[src/rtl/load_store_unit.sv]
// Load/store unit: runs one load or store per request as little-endian byte beats on a
// req/ack data bus, with alignment/conflict checking, ack timeout and load extension.
module load_store_unit #(
    parameter int ADDR_WIDTH  = 32,
    parameter int ACK_TIMEOUT = 255
) (
    input  logic                  clk,
    input  logic                  rst,
    input  logic                  start,
    input  logic [1:0]            read,
    input  logic [1:0]            write,
    input  logic [2:0]            func3,
    input  logic [ADDR_WIDTH-1:0] addr,
    input  logic [31:0]           store_data,
    output logic                  busy,
    output logic                  done,
    output logic                  error,
    output logic [31:0]           load_data,
    output logic                  mem_req,
    output logic                  mem_we,
    output logic [ADDR_WIDTH-1:0] mem_addr,
    output logic [7:0]            mem_wdata,
    input  logic [7:0]            mem_rdata,
    input  logic                  mem_ack
);

    localparam int TW = (ACK_TIMEOUT > 1) ? $clog2(ACK_TIMEOUT + 1) : 1;
    localparam logic [TW-1:0] TO_LAST = TW'((ACK_TIMEOUT == 0) ? 0 : ACK_TIMEOUT - 1);

    typedef enum logic [1:0] {
        S_IDLE,
        S_CHECK,
        S_BEAT,
        S_DONE
    } state_t;

    state_t                  state_reg, state_next;
    logic [1:0]              read_reg, write_reg;
    logic                    zext_reg;
    logic [ADDR_WIDTH-1:0]   addr_reg;
    logic [31:0]             store_data_reg;
    logic [1:0]              beat_reg;
    logic [TW-1:0]           wait_reg;
    logic                    err_reg;
    logic [31:0]             rbuf_reg;
    logic [31:0]             load_data_reg;

    logic [1:0]              size;
    logic [1:0]              last_idx;
    logic                    bad_req;
    logic                    last_beat;
    logic                    timeout_hit;
    logic [31:0]             assembled;
    logic [31:0]             extended;

    // A request carries one size: whichever of read/write is non-zero.
    assign size      = (read_reg != 2'b00) ? read_reg : write_reg;
    assign last_idx  = (size == 2'b11) ? 2'd3 : ((size == 2'b10) ? 2'd1 : 2'd0);
    assign bad_req   = ((read_reg != 2'b00) && (write_reg != 2'b00))
                     || ((size == 2'b10) && addr_reg[0])
                     || ((size == 2'b11) && (addr_reg[1:0] != 2'b00));
    assign last_beat = (beat_reg == last_idx);
    assign timeout_hit = (ACK_TIMEOUT != 0) && (state_reg == S_BEAT) && !mem_ack
                       && (wait_reg == TO_LAST);

    // Merge the byte arriving this cycle so the final beat lands in the same edge as DONE.
    generate
        for (genvar gi = 0; gi < 4; gi++) begin : g_lane
            assign assembled[8*gi +: 8] = (beat_reg == 2'(gi)) ? mem_rdata : rbuf_reg[8*gi +: 8];
        end
    endgenerate

    always_comb begin
        extended = assembled;
        case (size)
            2'b01:   extended = zext_reg ? {24'h0, assembled[7:0]}
                                         : {{24{assembled[7]}}, assembled[7:0]};
            2'b10:   extended = zext_reg ? {16'h0, assembled[15:0]}
                                         : {{16{assembled[15]}}, assembled[15:0]};
            default: extended = assembled;
        endcase
    end

    always_ff @(posedge clk) begin
        if (rst) begin
            state_reg <= S_IDLE;
        end else begin
            state_reg <= state_next;
        end
    end

    always_comb begin
        state_next = state_reg;
        case (state_reg)
            S_IDLE:  if (start) state_next = S_CHECK;
            S_CHECK: state_next = (bad_req || (size == 2'b00)) ? S_DONE : S_BEAT;
            S_BEAT:  if ((mem_ack && last_beat) || timeout_hit) state_next = S_DONE;
            S_DONE:  state_next = S_IDLE;
            default: state_next = S_IDLE;
        endcase
    end

    always_ff @(posedge clk) begin
        if (rst) begin
            read_reg       <= 2'b00;
            write_reg      <= 2'b00;
            zext_reg       <= 1'b0;
            addr_reg       <= '0;
            store_data_reg <= 32'h0;
            beat_reg       <= 2'd0;
            wait_reg       <= '0;
            err_reg        <= 1'b0;
            rbuf_reg       <= 32'h0;
            load_data_reg  <= 32'h0;
        end else begin
            case (state_reg)
                S_IDLE: begin
                    if (start) begin
                        read_reg       <= read;
                        write_reg      <= write;
                        zext_reg       <= func3[2];
                        addr_reg       <= addr;
                        store_data_reg <= store_data;
                    end
                end
                S_CHECK: begin
                    err_reg  <= bad_req;
                    beat_reg <= 2'd0;
                    wait_reg <= '0;
                end
                S_BEAT: begin
                    if (mem_ack) begin
                        rbuf_reg <= assembled;
                        wait_reg <= '0;
                        if (last_beat) begin
                            if (read_reg != 2'b00) load_data_reg <= extended;
                        end else begin
                            beat_reg <= beat_reg + 2'd1;
                        end
                    end else if (timeout_hit) begin
                        err_reg <= 1'b1;
                    end else begin
                        wait_reg <= wait_reg + TW'(1);
                    end
                end
                default: ;
            endcase
        end
    end

    always_comb begin
        busy      = (state_reg != S_IDLE);
        done      = (state_reg == S_DONE);
        error     = (state_reg == S_DONE) && err_reg;
        mem_req   = (state_reg == S_BEAT);
        mem_we    = (state_reg == S_BEAT) && (write_reg != 2'b00);
        mem_addr  = addr_reg + {{(ADDR_WIDTH-2){1'b0}}, beat_reg};
        mem_wdata = store_data_reg[{beat_reg, 3'b000} +: 8];
        load_data = load_data_reg;
    end

endmodule

[config.mk]
export PLATFORM = sky130hd
export DESIGN_NAME = load_store_unit
export DESIGN_NICKNAME = d
export VERILOG_FILES = /design/src/rtl/load_store_unit.sv
export SDC_FILE = /design/constraint.sdc
export NUM_CORES = 1
export LEC_CHECK = 0
export ABC_AREA = 0
export CORE_UTILIZATION = 50
export CTS_BUF_LIST = sky130_fd_sc_hd__clkbuf_4 sky130_fd_sc_hd__clkbuf_8 sky130_fd_sc_hd__clkbuf_16
export DETAILED_ROUTE_END_ITERATION = 16
export GPL_ROUTABILITY_DRIVEN = 0
export PLACE_DENSITY_LB_ADDON = 0.15
export SETUP_SLACK_MARGIN = 0.5
export SKIP_CTS_REPAIR_TIMING = 1
export SLEW_MARGIN = 5
export SYNTH_ARGS = -nofsm -noshare
export SYNTH_HDL_FRONTEND = slang
export SYNTH_SLANG_ARGS = --single-unit
[constraint.sdc]
create_clock -name clk -period 3.9 [get_ports clk]
set_clock_uncertainty 0.1 [all_clocks]
set_input_delay 1.17 -clock clk [delete_from_list [all_inputs] [get_ports clk]]
set_output_delay 1.17 -clock clk [all_outputs]
set_load 0.01 [all_outputs]
; ---- After elaboration in Yosys (flattened, before gate mapping)
; Cells that the tools add are included.
[totals]
out_inout_bits = 77
input_bits = 83
ff_bits = 146
[op_classes]
shifts = 1
n_reduce_logical = 28
addsub = 3
eq_ne = 18
n_mux = 23
[op_table]
columns = cell, n
row1 = 32-bit 2-to-1 mux, 2
row2 = 32-bit one-hot mux with 2 select lines, 1
row3 = 8-bit 2-to-1 mux, 6
row4 = 32-bit by 2-bit adder with 32-bit output, 1
row5 = 32-bit by 6-bit indexed part select with 8-bit output, 1
row6 = 8-bit one-hot mux with 2 select lines, 1
row7 = "2-bit == test, second input constant", 6
row8 = 2-bit 2-to-1 mux, 6
row9 = 2-bit nonzero test, 5
row10 = "8-bit by 1-bit adder with 8-bit output, second input constant", 1
row11 = "8-bit == test, second input constant", 1
row12 = 1-bit logical AND, 8
row13 = 2-bit one-hot mux with 4 select lines, 1
row14 = 2-bit AND reduction, 4
row15 = "2-bit by 1-bit == test with 1-bit output, second input constant", 3
row16 = 2-bit zero test, 3
row17 = "2-bit by 1-bit != test with 1-bit output, second input constant", 3
row18 = "2-bit != test, second input constant", 3
row19 = 3-bit AND reduction, 2
row20 = 1-bit logical OR, 4
row21 = 1-bit 2-to-1 mux, 4
row22 = 2-bit one-hot mux with 2 select lines, 1
row23 = 4-bit AND reduction, 1
row24 = "3-bit != test, second input constant", 1
row25 = 4 further kinds, 4

; ---- Logic depth before layout (Yosys ltp)
; Gate-level depths: netlist (run 1).
[logic_depth]
ltp_word = 10
ltp_mapped = 10
mapped_depth_nobuf = 8

; ---- Least setup slack after synthesis (run 1)
; No wires, ideal clock.
[synth_timing]
kind = register -> output
from = reg beat_reg[1]
to = out mem_addr[28]
path_slack_ns = 0.344
path_buffers = 2
t_arrival_ns = 2.286
path_stages_with_launch = 8
t_required_ns = 2.630
cell_sequence = dfxtp_1 > buf_2 > inv_1 > fa_1 > or3_1 > clkbuf_1 > nor4_1 > xor2_1
[synth_via]
elab_chain_cells = 1
[synth_lines]
columns = item, line
row1 = "start, declared", 42  ; logic [1:0] beat_reg;
row2 = "start signal, assigned", 138  ; beat_reg <= beat_reg + 2'd1;
row3 = 32-bit by 2-bit adder with 32-bit output, 157  ; mem_addr = addr_reg + {{(ADDR_WIDTH-2){1'b0}}, beat_reg};
row4 = "end, declared", 21  ; output logic [ADDR_WIDTH-1:0] mem_addr,
; No other way between the ends.

; ---- Worst setup path after layout (run 1)
[layout_timing]
from = reg addr_reg[0]
to = out mem_addr[12]
[layout_via]
elab_chain_cells = 1
[layout_lines]
columns = item, line
row1 = "start, declared", 40  ; logic [ADDR_WIDTH-1:0] addr_reg;
row2 = "start signal, assigned", 122  ; addr_reg <= addr;
row3 = 32-bit by 2-bit adder with 32-bit output, 157
; No other way between the ends.

==> flow_summary.yaml, run 1 <==
run_status:
  outcome: "complete, no violations"
sta:
  maxSlewViolCount: 0
  maxSlewHeadroom_pct: 47.0
  rsz0062_at_grt: "true"
  timing.final.crit_period_ps: 3680
  setup_viol: 0
  hold_viol: 0
  finalWorstSetupSlack_ps: 218
  period_share_pct: 94.4
  worst_pin_slew_ps: 795
  finalHoldWorstSlack_ps: 350
  fin_tns_setup_ps: 0
  fmax_ghz: 0.272
setup_path:
  critPathKind: "register to output port"
  arrival_ps: 2410
  cp.required_ps: 2630
  crit_path_end_kind: "output port"
  crit_path_max_fanout: 5
  crit_path_start_kind: "register"
place:
  placed_cell_area_mm2: 0.00863
  place_ws_ps: 98.6
  hpwl_um: 11400
  io_buffers: 157
  placed_cells: 1128
clock_tree:
  root_buffer: "clkbuf_16"
  cts.path.max_buffers: 2
  cts_buffers: 17
  cts.sinks: 146
  clkSlewWorstSetupHoldPaths_ps: 60
  htreeDepth: 4
  clk_latency_ps: 430
  cts_tree: "built"
min_path:
  hold_path.class: "register to register"
global_route:
  grt_antenna_before_repair: 0
  track_usage_pct: 24.4
  grt_max_degree: 60
  grt_pass1_wl_um: 27700
  grt_pass1_vias: 5735
  grt.overflow.total: 0
floorplanning:
  die_x_um: 119
  rows: 42
  start_util_pct: 51.6
  die_h_um: 119
  boundaryPins: 160
  coreArea_mm2: 0.0133
  die_area_mm2: 0.0143
yosys:
  yosysUniqueCellTypes: 55
  synth_edf_count: 0
  yosys_warnings: 0
  synth.cell_area_mm2: 0.00689
  syn_nets: 935
  postSynthCellCount: 834
  synth_seq_cells: 146
  synth_area_per_cell_um2: 8.26
  synth_ff_type: "dfxtp_1"
  async_flop_share_pct: 0
  yosysSeqAreaShare_pct: 42.4
route:
  ant_nets: 0
  firstDrtPassIters: 5
  detail_route.wirelength_um: 17800
  drc: 0
  drt_iter0_drc: 339
  viasPerCell: 5.38
  vias: 6274
  avgRoutedWirePerCell_um: 15.3
pwr:
  ir_worst_vdd_mv: 0.344
  p_leak_nw: 3.74
  clkPwrFrac_pct: 34.6
  total_power_mw: 4.93
  power_density_mw_per_mm2: 519
  pwr-share-comb_pct: 28.1
  netSwitchingPower_mw: 1.59
  seqPwrFrac_pct: 37.3
  internal_power_mw: 3.35
  swShare_pct: 32.2
layout:
  num_antenna_cells: 0
  drive_gt1_share_pct: 14.9
  final_nets: 1078
  area_growth_pct: 38.1
  fin_util_pct: 71.3
  finalNonFillerCells: 1166
  n_fill_cell: 1067
  design_area_mm2: 0.00951
flow_run:
  drv_cap: 0
[power groups by stage]
stage	clock (mW)	combinational, mW	sequential, mW
floorplan	0	0.890	1.83
global placement	0	1.40	1.85
detailed placement	0	1.40	1.86
CTS	1.72	1.42	1.83
global route	1.79	1.54	1.87
finish	1.71	1.39	1.84
[cell type report]
class	instances	area, µm²	share of cell area (%)
multi-input cells	613	3900	41.0
repair buffers	181	1760	18.5
clock buffers	21	468	4.92
well taps	176	220	2.31
flip-flops and latches	146	2940	30.9
clock inverters	11	153	1.60
inverters	18	67.6	0.710
[worst paths after layout]
kind | end | slack [ps] | cells after the start | startpoint
max | mem_addr[12] | 220 | 9 | addr_reg[0]
min | store_data_reg[16] | 350 | 2 | store_data_reg[16]
max reg2reg | load_data[25] | 900 | 8 | beat_reg[0]
min reg2reg | store_data_reg[16] | 350 | 2 | store_data_reg[16]
[Yosys cell counts, drive strengths merged (9+ instances only)]
cell	number	area (µm²)
nand2b	9	56.3
xor2	20	175
nor2	60	225
nand2	187	702
dfxtp	146	2920
a21oi	98	490
mux2	13	150
inv	18	67.6
ha	17	213
nor3	25	125
xnor2	11	96.3
a211oi	36	270
clkbuf	31	116
mux2i	23	230
nand3	30	150
buf	26	143
[cell usage in the layout (no fill, tap or decap), types with 5 or more instances in the layout]
cell,count
xnor2_1,11
nor4_4,5
clkdlybuf4s50_1,128
nand2_1,185
buf_4,17
or3_1,6
nor2_1,57
nand2b_1,9
nor3_4,5
buf_2,17
clkbuf_16,18
nand4_1,8
nor2b_1,7
dlymetal6s2s_1,9
dfxtp_2,12
mux2_2,12
o21ai_0,5
dfxtp_1,133
mux4_2,8
mux2i_1,23
ha_1,16
nor3_1,17
inv_1,17
buf_12,5
a21oi_1,98
a211oi_1,36
xor2_1,20
nand3_1,28
[per-layer routing]
| metal | vias to the layer above | global-route usage [%] | routed length [µm] |
|---|---|---|---|
| li1 | 3156 | - | - |
| met1 | 2906 | 31.8 | 7960 |
| met2 | 181 | 38.2 | 8400 |
| met3 | 31 | 6.70 | 1060 |
| met4 | 0 | 10.0 | 376 |
| met5 | - | 0 | 0 |
[critical path: stages (launching register included)]
cell	delay, ps
dfxtp_2	360
ha_4	150
inv_2	40
fa_2	340
or3_4	390
clkbuf_16	180
buf_4	140
nor2_4	70
xor2_1	150
buf_2	160
[logic make-up after synthesis]
group | after synthesis | share of synthesized area [%]
AO/OA/AOI/OAI | 160 | 14.2
AND/OR/NAND/NOR | 360 | 23.2
adder cells (fa/ha/maj) | 18 | 3.38
flip-flops | 146 | 42.4
multiplexers | 44 | 8.13
XOR/XNOR | 31 | 3.94
buffers and inverters | 75 | 4.74
No activity file was read; power rests on OpenSTA's default activity.
==> inputs of run 2 (changes only) <==
--- a/config.mk
+++ b/config.mk
@@ -6,7 +6,10 @@
 export NUM_CORES = 1
 export LEC_CHECK = 0
 export ABC_AREA = 0
-export CORE_UTILIZATION = 50
+export CELL_PAD_IN_SITES_DETAIL_PLACEMENT = 1
+export CELL_PAD_IN_SITES_GLOBAL_PLACEMENT = 2
+export CORE_MARGIN = 3
+export CORE_UTILIZATION = 29
 export CTS_BUF_LIST = sky130_fd_sc_hd__clkbuf_4 sky130_fd_sc_hd__clkbuf_8 sky130_fd_sc_hd__clkbuf_16
 export DETAILED_ROUTE_END_ITERATION = 16
 export GPL_ROUTABILITY_DRIVEN = 0
==> run 2 against run 1 <==
Effect of this change: clock power shrank 8%; critical endpoint is now mem_addr[26]; clock-buffer cell count shrank 2; sequential share of layout area shrank 0.43 points; first-iteration DRC count shrank 50%; largest cell class unchanged; critical path type unchanged.
==> flow_summary.yaml, run 2 (same netlist as run 1, synthesis figures left out) <==
layout:
  area_growth_pct: 39.7
  drive_gt1_share_pct: 15.7
  num_antenna_cells: 0
  final_common_cell: "nand2_1"
  final_nets: 1084
  n_fill_cell: 2736
  design_area_mm2: 0.00962
  finalNonFillerCells: 1309
  final_cell_mix: "nand2_1, dfxtp_1, clkdlybuf4s50_1"
place:
  place_ws_ps: 136
  placed_cells: 1269
  hpwl_um: 14500
  placed_cell_area_mm2: 0.00881
  io_buffers: 157
clock_tree:
  cts.path.max_buffers: 2
  root_buffer: "clkbuf_16"
  htreeDepth: 4
  cts_tree: "built"
  clk_latency_ps: 410
  cts.sinks: 146
  clkSlewWorstSetupHoldPaths_ps: 60
  cts_buffers: 17
sta:
  maxSlewHeadroom_pct: 43.3
  rsz0062_at_grt: "true"
  finalWorstSetupSlack_ps: 190
  setup_viol: 0
  worst_pin_slew_ps: 851
  fmax_ghz: 0.270
  period_share_pct: 95.1
  timing.final.crit_period_ps: 3710
  hold_viol: 0
  fin_tns_setup_ps: 0
  maxSlewViolCount: 0
route:
  met3_length_um: 1050
  vias: 6264
  drc: 0
  drt_iter0_drc: 170
  routed.top_layer: "met4"
  detail_route.wirelength_um: 21400
  firstDrtPassIters: 4
  viasPerCell: 4.79
  ant_nets: 0
  drt-met1-wl_um: 10100
  avgRoutedWirePerCell_um: 16.3
  route.met2.wl_um: 9970
global_route:
  grt_max_degree: 53
  grt_pass1_vias: 6371
  grt_antenna_before_repair: 0
  track_usage_pct: 16.3
  grt.overflow.total: 0
  grt_pass1_wl_um: 34000
floorplanning:
  die_h_um: 160
  rows: 55
  die_x_um: 160
  boundaryPins: 160
  coreArea_mm2: 0.0230
  die_area_mm2: 0.0256
  start_util_pct: 30.0
pwr:
  total_power_mw: 4.82
  ir_worst_vdd_mv: 0.204
  p_leak_nw: 3.64
  power_density_mw_per_mm2: 501
setup_path:
  crit_path_max_fanout: 6
  crit_path_end_kind: "output port"
  cp.required_ps: 2630
  critPathKind: "register to output port"
  crit_path_start_kind: "register"
  arrival_ps: 2440
flow_run:
  drv_cap: 0
run_status:
  outcome: "complete, no violations"
min_path:
  hold_path.class: "register to register"
-- run 2: cell types whose count changed in the layout (fill, tap and decap cells not counted), sizes merged --
cell           previous run  this run
buf                      41        48
clkinv                    3         8
dlymetal6s2s              9         6
bufinv                    3         1
clkbuf                   24        23
clkdlybuf4s50           128       129
clkinvlp                  3         2
-- run 2: path summary, 6_finish.rpt --
kind                      start                 end  slack [ps]  depth (start not counted)
min          store_data_reg[18]  store_data_reg[18]         350                          2
max reg2reg         beat_reg[0]       load_data[21]         800                          8
max                 addr_reg[0]        mem_addr[26]         190                          8
min reg2reg  store_data_reg[18]  store_data_reg[18]         350                          2
-- run 2: final cells by class --
| cell class | instances | area (µm²) | area share (%) |
|---|---|---|---|
| Sequential cell | 146 | 2930 | 30.5 |
| Tap cell | 313 | 392 | 4.07 |
| Timing Repair Buffer | 187 | 1790 | 18.6 |
| Clock buffer | 19 | 447 | 4.64 |
| Inverter | 18 | 67.6 | 0.702 |
| Multi-Input combinational cell | 613 | 3880 | 40.4 |
| Clock inverter | 13 | 110 | 1.14 |
-- run 2: per-layer routing --
metal / track usage (%) / up-vias
li1: - / 3166
met1: 21.3 / 2979
met2: 26.6 / 103
met3: 4.49 / 16
met4: 4.50 / 0
met5: 0 / -
-- run 2: worst max-delay path, stage by stage, from the launching register on --
cell     delay, ps
dfxtp_2        360
ha_4           140
inv_2           40
fa_2           350
or3_4          450
buf_12         160
nor4_2         200
xor2_1         170
buf_2          150
-- run 2: stage by stage --
stage | utilization, % | hold slack [ps]
2_1_floorplan | - | 333
3_3_place_gp | 38.3 | 342
3_5_place_dp | 38.3 | 346
4_1_cts | 40.7 | 356
5_1_grt | 41.9 | 371
6_report | 41.9 | 354
-- run 2: report_power, final --
part | internal, mW | leakage [nW] | switching, mW
logic | 0.593 | 2.17 | 0.823
clock network | 0.900 | 0.276 | 0.667
registers | 1.69 | 1.19 | 0.147
